[config.mk]
export PLATFORM = sky130hd
export DESIGN_NAME = rr_grant_sequencer
export DESIGN_NICKNAME = d
export VERILOG_FILES = /design/src/rtl/rr_grant_sequencer_pkg.sv /design/src/rtl/idx_to_oh.sv /design/src/rtl/rr_pick.sv /design/src/rtl/rr_grant_sequencer.sv
export SDC_FILE = /design/constraint.sdc
export NUM_CORES = 1
export LEC_CHECK = 0
export ABC_AREA = 1
export CORE_UTILIZATION = 42
export DETAILED_ROUTE_END_ITERATION = 16
export MAX_ROUTING_LAYER = met4
export PLACE_DENSITY = 0.77
export REMOVE_ABC_BUFFERS = 1
export SLEW_MARGIN = 30
export SYNTH_ARGS = -nofsm -noshare
export SYNTH_HDL_FRONTEND = slang
export SYNTH_SLANG_ARGS = --single-unit
[constraint.sdc]
create_clock -name clk -period 1.75 [get_ports clk]
set_input_delay 0.175 -clock clk [delete_from_list [all_inputs] [get_ports clk]]
set_output_delay 0.175 -clock clk [all_outputs]
set_load 0.05 [all_outputs]
[src/rtl/rr_grant_sequencer_pkg.sv]
// rr_grant_sequencer_pkg: shared types for the round-robin grant sequencer
package rr_grant_sequencer_pkg;
  typedef enum logic {GS_IDLE, GS_GRANTED} grant_state_t;
endpackage

[src/rtl/idx_to_oh.sv]
// idx_to_oh: binary index to one-hot encoder, DIRECTION "LSB0" or "MSB0"
module idx_to_oh #(
  parameter int    N         = 4,
  parameter int    W         = $clog2(N),
  parameter string DIRECTION = "LSB0"
) (
  input  logic [W-1:0] idx,
  output logic [N-1:0] oh
);
  logic [N-1:0] lsb;
  assign lsb = N'(1) << idx;
  for (genvar i = 0; i < N; i++) begin : g_bit
    assign oh[i] = DIRECTION == "MSB0" ? lsb[N-1-i] : lsb[i];
  end
endmodule

[src/rtl/rr_pick.sv]
// rr_pick: combinational rotating-priority pick, first set bit of mask from start wrapping at N
module rr_pick #(
  parameter int N = 4,
  parameter int W = $clog2(N)
) (
  input  logic [N-1:0] mask,
  input  logic [W-1:0] start,
  output logic         found,
  output logic [W-1:0] idx
);
  localparam logic [W:0] NW = (W+1)'(N);
  logic [N-1:0] rot;
  logic [W:0] s;
  // descending scan so the lowest rotated offset wins
  always_comb begin
    rot = N'({mask, mask} >> start);
    found = 1'b0;
    idx = '0;
    s = '0;
    for (int i = N-1; i >= 0; i--)
      if (rot[i]) begin
        found = 1'b1;
        s = {1'b0, start} + (W+1)'(i);
        idx = W'(s >= NW ? s - NW : s);
      end
  end
endmodule

[src/rtl/rr_grant_sequencer.sv]
// rr_grant_sequencer: round-robin arbiter holding one grant until accepted, then rotating priority.
// Define RR_GRANT_LOCK_EN to add grant_lock, which re-grants the same requester for bursts.
module rr_grant_sequencer
  import rr_grant_sequencer_pkg::*;
#(
  parameter int NUM_REQUESTERS = 4,
  parameter int INDEX_WIDTH    = $clog2(NUM_REQUESTERS)
) (
  input  logic                      clk,
  input  logic                      reset,
  input  logic [NUM_REQUESTERS-1:0] request,
  input  logic                      grant_accept,
`ifdef RR_GRANT_LOCK_EN
  input  logic                      grant_lock,
`endif
  output logic                      grant_valid,
  output logic [INDEX_WIDTH-1:0]    grant_idx,
  output logic [NUM_REQUESTERS-1:0] grant_oh
);
  localparam logic [INDEX_WIDTH-1:0] LAST = INDEX_WIDTH'(NUM_REQUESTERS-1);
  grant_state_t state;
  logic [INDEX_WIDTH-1:0] ptr, ptr_nxt, start, pick_idx;
  logic [NUM_REQUESTERS-1:0] mask, oh;
  logic lock, accept, found;
`ifdef RR_GRANT_LOCK_EN
  assign lock = grant_lock;
`else
  assign lock = 1'b0;
`endif
  assign accept = state == GS_GRANTED && grant_accept;
  assign ptr_nxt = lock ? ptr : grant_idx == LAST ? '0 : grant_idx + INDEX_WIDTH'(1);
  // a locked accept restarts the scan at the holder so it keeps the grant while requesting
  assign start = state == GS_IDLE ? ptr : lock ? grant_idx : ptr_nxt;
  assign mask = (state == GS_IDLE || lock) ? request : request & ~grant_oh;
  rr_pick #(.N(NUM_REQUESTERS), .W(INDEX_WIDTH)) u_pick (
    .mask  (mask),
    .start (start),
    .found (found),
    .idx   (pick_idx)
  );
  idx_to_oh #(.N(NUM_REQUESTERS), .W(INDEX_WIDTH), .DIRECTION("LSB0")) u_oh (
    .idx (grant_idx),
    .oh  (oh)
  );
  assign grant_valid = state == GS_GRANTED;
  assign grant_oh = grant_valid ? oh : '0;
  always_ff @(posedge clk or posedge reset)
    if (reset) begin
      state <= GS_IDLE;
      grant_idx <= '0;
      ptr <= '0;
    end else if (state == GS_IDLE || accept) begin
      state <= found ? GS_GRANTED : GS_IDLE;
      grant_idx <= found ? pick_idx : '0;
      if (accept) ptr <= ptr_nxt;
    end
  a_oh_onehot0: assert property (@(posedge clk) disable iff (reset) $onehot0(grant_oh));
  a_valid_oh: assert property (@(posedge clk) disable iff (reset) grant_valid |-> grant_oh != '0);
endmodule

Yosys cells after proc, flatten, opt, wreduce, memory -nomap -nowiden
Cells that the tools add are included.

storage, ports and cells
  memory bits (writable) = 0
  output and inout port bits = 7
  register bits after elaboration = 5
  latch bits = 0
  input port bits = 7
  ROM bits = 0
  memories = 0
  logic and storage cells = 42

operators by class
  eq/ne operators = 1
  multipliers = 0
  bitwise operators = 3
  add/subtract/negate cells = 8
  reduce and logical (&&, ||, !) cells = 3
  muxes and demuxes = 18
  divide/modulo/power cells = 0
  magnitude comparators = 4
  shift operators = 2

operators with widths
  cell                                                                    count
  2-bit two-way mux                                                       11
  3-bit >= comparator (second input constant)                             3
  4-bit two-way mux                                                       2
  8-bit by 2-bit >> shifter with 4-bit output                             1
  2-bit by 1-bit subtractor with 2-bit output (second input constant)     4
  2-bit by 2-bit adder with 3-bit output (second input constant)          2
  1-bit two-way mux                                                       5
  4-bit AND                                                               1
  4-bit NOT                                                               1
  1-bit by 2-bit << shifter with 4-bit output (first input constant)      1
  2-bit by 1-bit adder with 3-bit output (second input constant)          1
  2-bit by 3-bit >= comparator with 1-bit output (second input constant)  1
  2-bit by 1-bit adder with 2-bit output (second input constant)          1
  2-bit equality test (second input constant)                             1
  2-bit AND reduction                                                     1
  1-bit logical AND                                                       1
  1-bit logical OR                                                        1
  1-bit NOT                                                               1

Longest topological paths before layout
  word-level depth = 11
  gate-level depth with buffers = 15
  mapped depth without buffers = 15

Cells and area by module
A second synthesis with hierarchy kept.

second synthesis, totals
  cells, all modules = 105
  area, all modules = 595.6 um^2

by module, submodules not included
  module              seq. area each (um^2)  area each (um^2)  instances  cells an instance
  rr_grant_sequencer  125.1                  326.6             1          52
  rr_pick             0.0                    242.7             1          46
  idx_to_oh           0.0                    26.3              1          7

Least setup slack after synthesis
No wires, ideal clock.

  path kind = register to register
  start = register grant_idx[0]
  end = register grant_idx[0]
  path buffers = 0
  arrival time = 1863 ps
  setup time = 118 ps
  slack = -231 ps
  cell stages (with the launch flop) = 12
  cell sequence = dfrtp_1 inv_2 ha_1 inv_1 o21ai_2 nand3_1 o21ai_0 nand2_1 nand2_1 nand2_1 nand3b_1 nand2_1

on the way
  longest elaborated chain between the ends = 11
  elaborated cells between the ends (all ways) = 34
  classes of those cells = 8 x add/sub; 4 x order compare; 1 x eq/ne; 2 x shift; 17 x mux; 2 x bitwise

ends and longest elaborated chain
  item                                                                           RTL line                  source
  start: declaration                                                             rr_grant_sequencer.sv:17  output logic [INDEX_WIDTH-1:0] grant_idx,
  start signal: assignment                                                       rr_grant_sequencer.sv:54  grant_idx <= found ? pick_idx : '0;
  2-bit by 1-bit adder with 2-bit output or 2-bit equality test (tied branches)  rr_grant_sequencer.sv:31  assign ptr_nxt = lock ? ptr : grant_idx == LAST ? '0 : grant_idx + INDEX_WIDTH'(1);
  2-bit two-way mux (*)                                                          rr_grant_sequencer.sv:31
  named net ptr_nxt[1]                                                           rr_grant_sequencer.sv:22  logic [INDEX_WIDTH-1:0] ptr, ptr_nxt, start, pick_idx;
  2-bit two-way mux (*)                                                          rr_grant_sequencer.sv:33  assign start = state == GS_IDLE ? ptr : lock ? grant_idx : ptr_nxt;
  2-bit by 2-bit adder with 3-bit output                                         rr_pick.sv:23             s = {1'b0, start} + (W+1)'(i);
  3-bit >= comparator                                                            rr_pick.sv:24             idx = W'(s >= NW ? s - NW : s);
  2-bit two-way mux                                                              rr_pick.sv:24
  2-bit two-way mux (4 in a row)                                                 rr_pick.sv:21             if (rot[i]) begin
  2-bit two-way mux (*)                                                          rr_grant_sequencer.sv:54

Mark *: on every way through the listed nets, which the timed path passes. The rest lies on a longest branch.
A chain may end at the register's enable or synchronous reset.

Worst setup path after layout
  start = register grant_idx[0]
  end = register grant_idx[0]

on the way
  longest elaborated chain between the ends = 11
  elaborated cells between the ends (all ways) = 34
  classes of those cells = 8 x add/sub; 4 x order compare; 1 x eq/ne; 2 x shift; 17 x mux; 2 x bitwise

ends and longest elaborated chain
  item                                                                              RTL line
  2-bit by 1-bit adder with 2-bit output (tied with other cells)                    rr_grant_sequencer.sv:31
  2-bit two-way mux or 4-bit two-way mux (tied branches)                            rr_grant_sequencer.sv:31, rr_grant_sequencer.sv:46
  2-bit two-way mux or 4-bit NOT (tied branches)                                    rr_grant_sequencer.sv:33, rr_grant_sequencer.sv:34
  2-bit by 2-bit adder with 3-bit output or 4-bit AND (tied branches)               rr_pick.sv:23, rr_grant_sequencer.sv:34
  3-bit >= comparator (tied with other cells)                                       rr_pick.sv:24
  2-bit two-way mux or 8-bit by 2-bit >> shifter with 4-bit output (tied branches)  rr_pick.sv:24, rr_pick.sv:16
  2-bit two-way mux or 1-bit two-way mux (tied branches) (4 in a row)               rr_pick.sv:21
  2-bit two-way mux (*)                                                             rr_grant_sequencer.sv:54

Every way passes the cells marked *; elsewhere a longest branch is shown, timed or not.

==> flow_summary_export.csv <==
group,metric,value,unit
run_status,status,"finished clean",
logic_synthesis,synth_top_family_by_area,"simple AND/OR/NAND/NOR gates",
die,dieArea,1520,µm²
timing,fmaxAchievable,599,MHz
cts,cts_tree,"yes",
placed_design,gp_congestion,0.830,
placed_design,post_dp_cell_area,772,µm²
run,max_cap_viol_count,0,
critical_path,max_stage_delay,0.38,ns
cells_and_area,synthToLayoutAreaGrowth,54.4,%
cells_and_area,fin_area,885,µm²
timing,worst_slew_pin_slew,0.284,ns
placed_design,dpl.hpwl,1100,µm
grt,grt-ovfl-total,0,
cts,h-tree-depth,1,
route,viasPerCell,5.05,
route,drc,0,
critical_path,path_cells,"buf_4, ha_2, nand2_2, nand2_2, nand2_2, nand2_2, o21ai_2, nand2_1, nand2_1, nand2_1, nand3b_1, nand2_1",
critical_path,rr_startpoint,"grant_idx[0]$_DFFE_PP0P_",
die,start_util,0.483,
die,fp.coreArea,1190,µm²
critical_path,cp-start-kind,"register",
hold_path,hold_path.class,"input pin to async pin",
die,die_h,38.9,µm
critical_path,worstPathRequired,1.87,ns
logic_synthesis,synth_compound_area_frac,0.122,
route,ant_nets,0,
critical_path,slowest_stage,"dfrtp_1",
critical_path,crit_start,"grant_idx[0]$_DFFE_PP0P_",
route,routedWlPerCell,11.3,µm
cells_and_area,mostFrequentLayoutCells,"nand2_1, nand2_2, inv_1",
route,drt-pass1-iter-count,4,
timing,period_share,0.954,
critical_path,crit_family,"simple AND/OR/NAND/NOR gates",
logic_synthesis,ys_ff_latch,5,
logic_synthesis,yosys.area_share.xor_xnor,0,
grt,grt_max_degree,9,
grt,grt_pass1_wl,2230,µm
cells_and_area,fill_cells,92,
cells_and_area,multiInputGateArea,452,µm²
timing,fin_crit,1.67,ns
cts,hold_buffers,0,
critical_path,critPathBufInv,1,
grt,grt_pass1_vias,577,
cts,cts_made_buffers,3,
cells_and_area,drive_gt1_frac,0.358,
cells_and_area,antennaDiodeCount,0,
cts,path_clk_slew,0.04,ns
critical_path,worst-setup-path-type,"register to register",
grt,grt_use_total,0.225,
die,std_cell_rows,12,
logic_synthesis,postSynthAreaPerCell,5.85,µm²
logic_synthesis,synth_fa_ha_area_frac,0.0873,
logic_synthesis,synth_seq_area_share,0.218,
timing,slew_viol_final,0,
cts,cts.sinks,5,
placed_design,port-buffer-count,13,
logic_synthesis,synthSimpleGateAreaFrac,0.467,
route,vias,677,
grt,antenna_found_initial,0,
timing,slew_headroom,0.810,
logic_synthesis,ys_warn_count,0,
cts,root_buffer,"clkbuf_4",
route,routed_wl,1510,µm
cts,cts_buffer_depth,2,
logic_synthesis,syn-instance-count,98,
timing,setup_viol,0,
die,io_pins,14,
logic_synthesis,synthMuxAreaShare,0,
die,die_w,38.9,µm
logic_synthesis,netlist_area,573,µm²
cts,insertion_delay,0.23,ns
route,drtIter0Drc,9,
cells_and_area,final_common_cell,"nand2_1",
critical_path,cp-end-kind,"register",
cells_and_area,register_area,126,µm²
critical_path,crit_arrival,1.79,ns
critical_path,critPathMaxFanout,6,
logic_synthesis,synth_cell_type_count,15,
cells_and_area,nets,132,
timing,fin_skew,0.000303,ns
timing,finalHoldViolCount,0,
==> final cells by class <==
class                           count  share of cell area
Inverter                           13              0.0580
Multi-Input combinational cell     79               0.511
Timing Repair Buffer               19               0.239
Tap cell                           14              0.0198
Sequential cell                     5               0.143
Clock buffer                        4              0.0297
==> logic make-up (layout without fill, tap and decap cells) <==
logic type,Yosys count,in the layout
simple gates,66,66
flops,5,5
buf+inv,14,36
compound gates,9,9
fa+ha+maj,4,4
==> synth_stat cells <==
cell,number,area share
nand2_2,3,0.033
o21ai_4,1,0.028
o21ai_0,3,0.026
buf_6,1,0.020
o21ai_2,3,0.046
o31ai_1,1,0.013
nand3_1,7,0.061
nor2_1,3,0.020
a21oi_1,1,0.0087
nand2_1,52,0.34
ha_1,4,0.087
inv_1,12,0.079
nand3b_1,1,0.013
inv_2,1,0.0065
dfrtp_1,5,0.22
==> path summary, 6_finish.rpt <==
check | slack [ns] | depth (start not counted) | endpoint
min in group clk | 0.61 | 2 | ptr[1]$_DFFE_PP0P_
setup reg to reg | 0.08 | 12 | grant_idx[0]$_DFFE_PP0P_
hold reg to reg | 0.61 | 2 | ptr[1]$_DFFE_PP0P_
hold / removal | 0.14 | 2 | grant_idx[0]$_DFFE_PP0P_
setup / recovery | 0.08 | 12 | grant_idx[0]$_DFFE_PP0P_
max in group asynchronous | 1.43 | 2 | grant_valid$_DFFE_PP0P_
==> sequential cells by signal (all words and copies together) (netlist names) <==
signal / flops
ptr: 2
grant_valid: 1
grant_idx: 2
==> through the flow <==
step	util	setup slack [ns]	cells	TNS (ns)	hold WS (ns)
2_1_floorplan	-	-0.232	97	-0.441	-0.0465
3_3_place_gp	0.651	0.0748	128	0	0.376
3_5_place_dp	0.651	0.0140	128	0	0.390
4_1_cts	0.673	0.00852	132	0	0.138
5_1_grt	0.746	-0.0215	134	-0.0215	0.169
6_report	0.746	0.0799	134	0	0.141
==> what timing repair did <==
item,in CTS,in global routing
endpoints found under the setup margin,0,2
buffers inserted,0,2
gates resized for setup,0,24
==> per-layer routing <==
metal,GRT usage,vias up,share of wire
met5,-,-,0
met1,0.246,299,0.41
met3,0.0636,4,0.055
met2,0.354,26,0.52
met4,0.147,0,0.011
li1,-,348,-
Power is not shown: default switching activity piles up to over one toggle a cycle in this logic, so the estimate is an artifact.
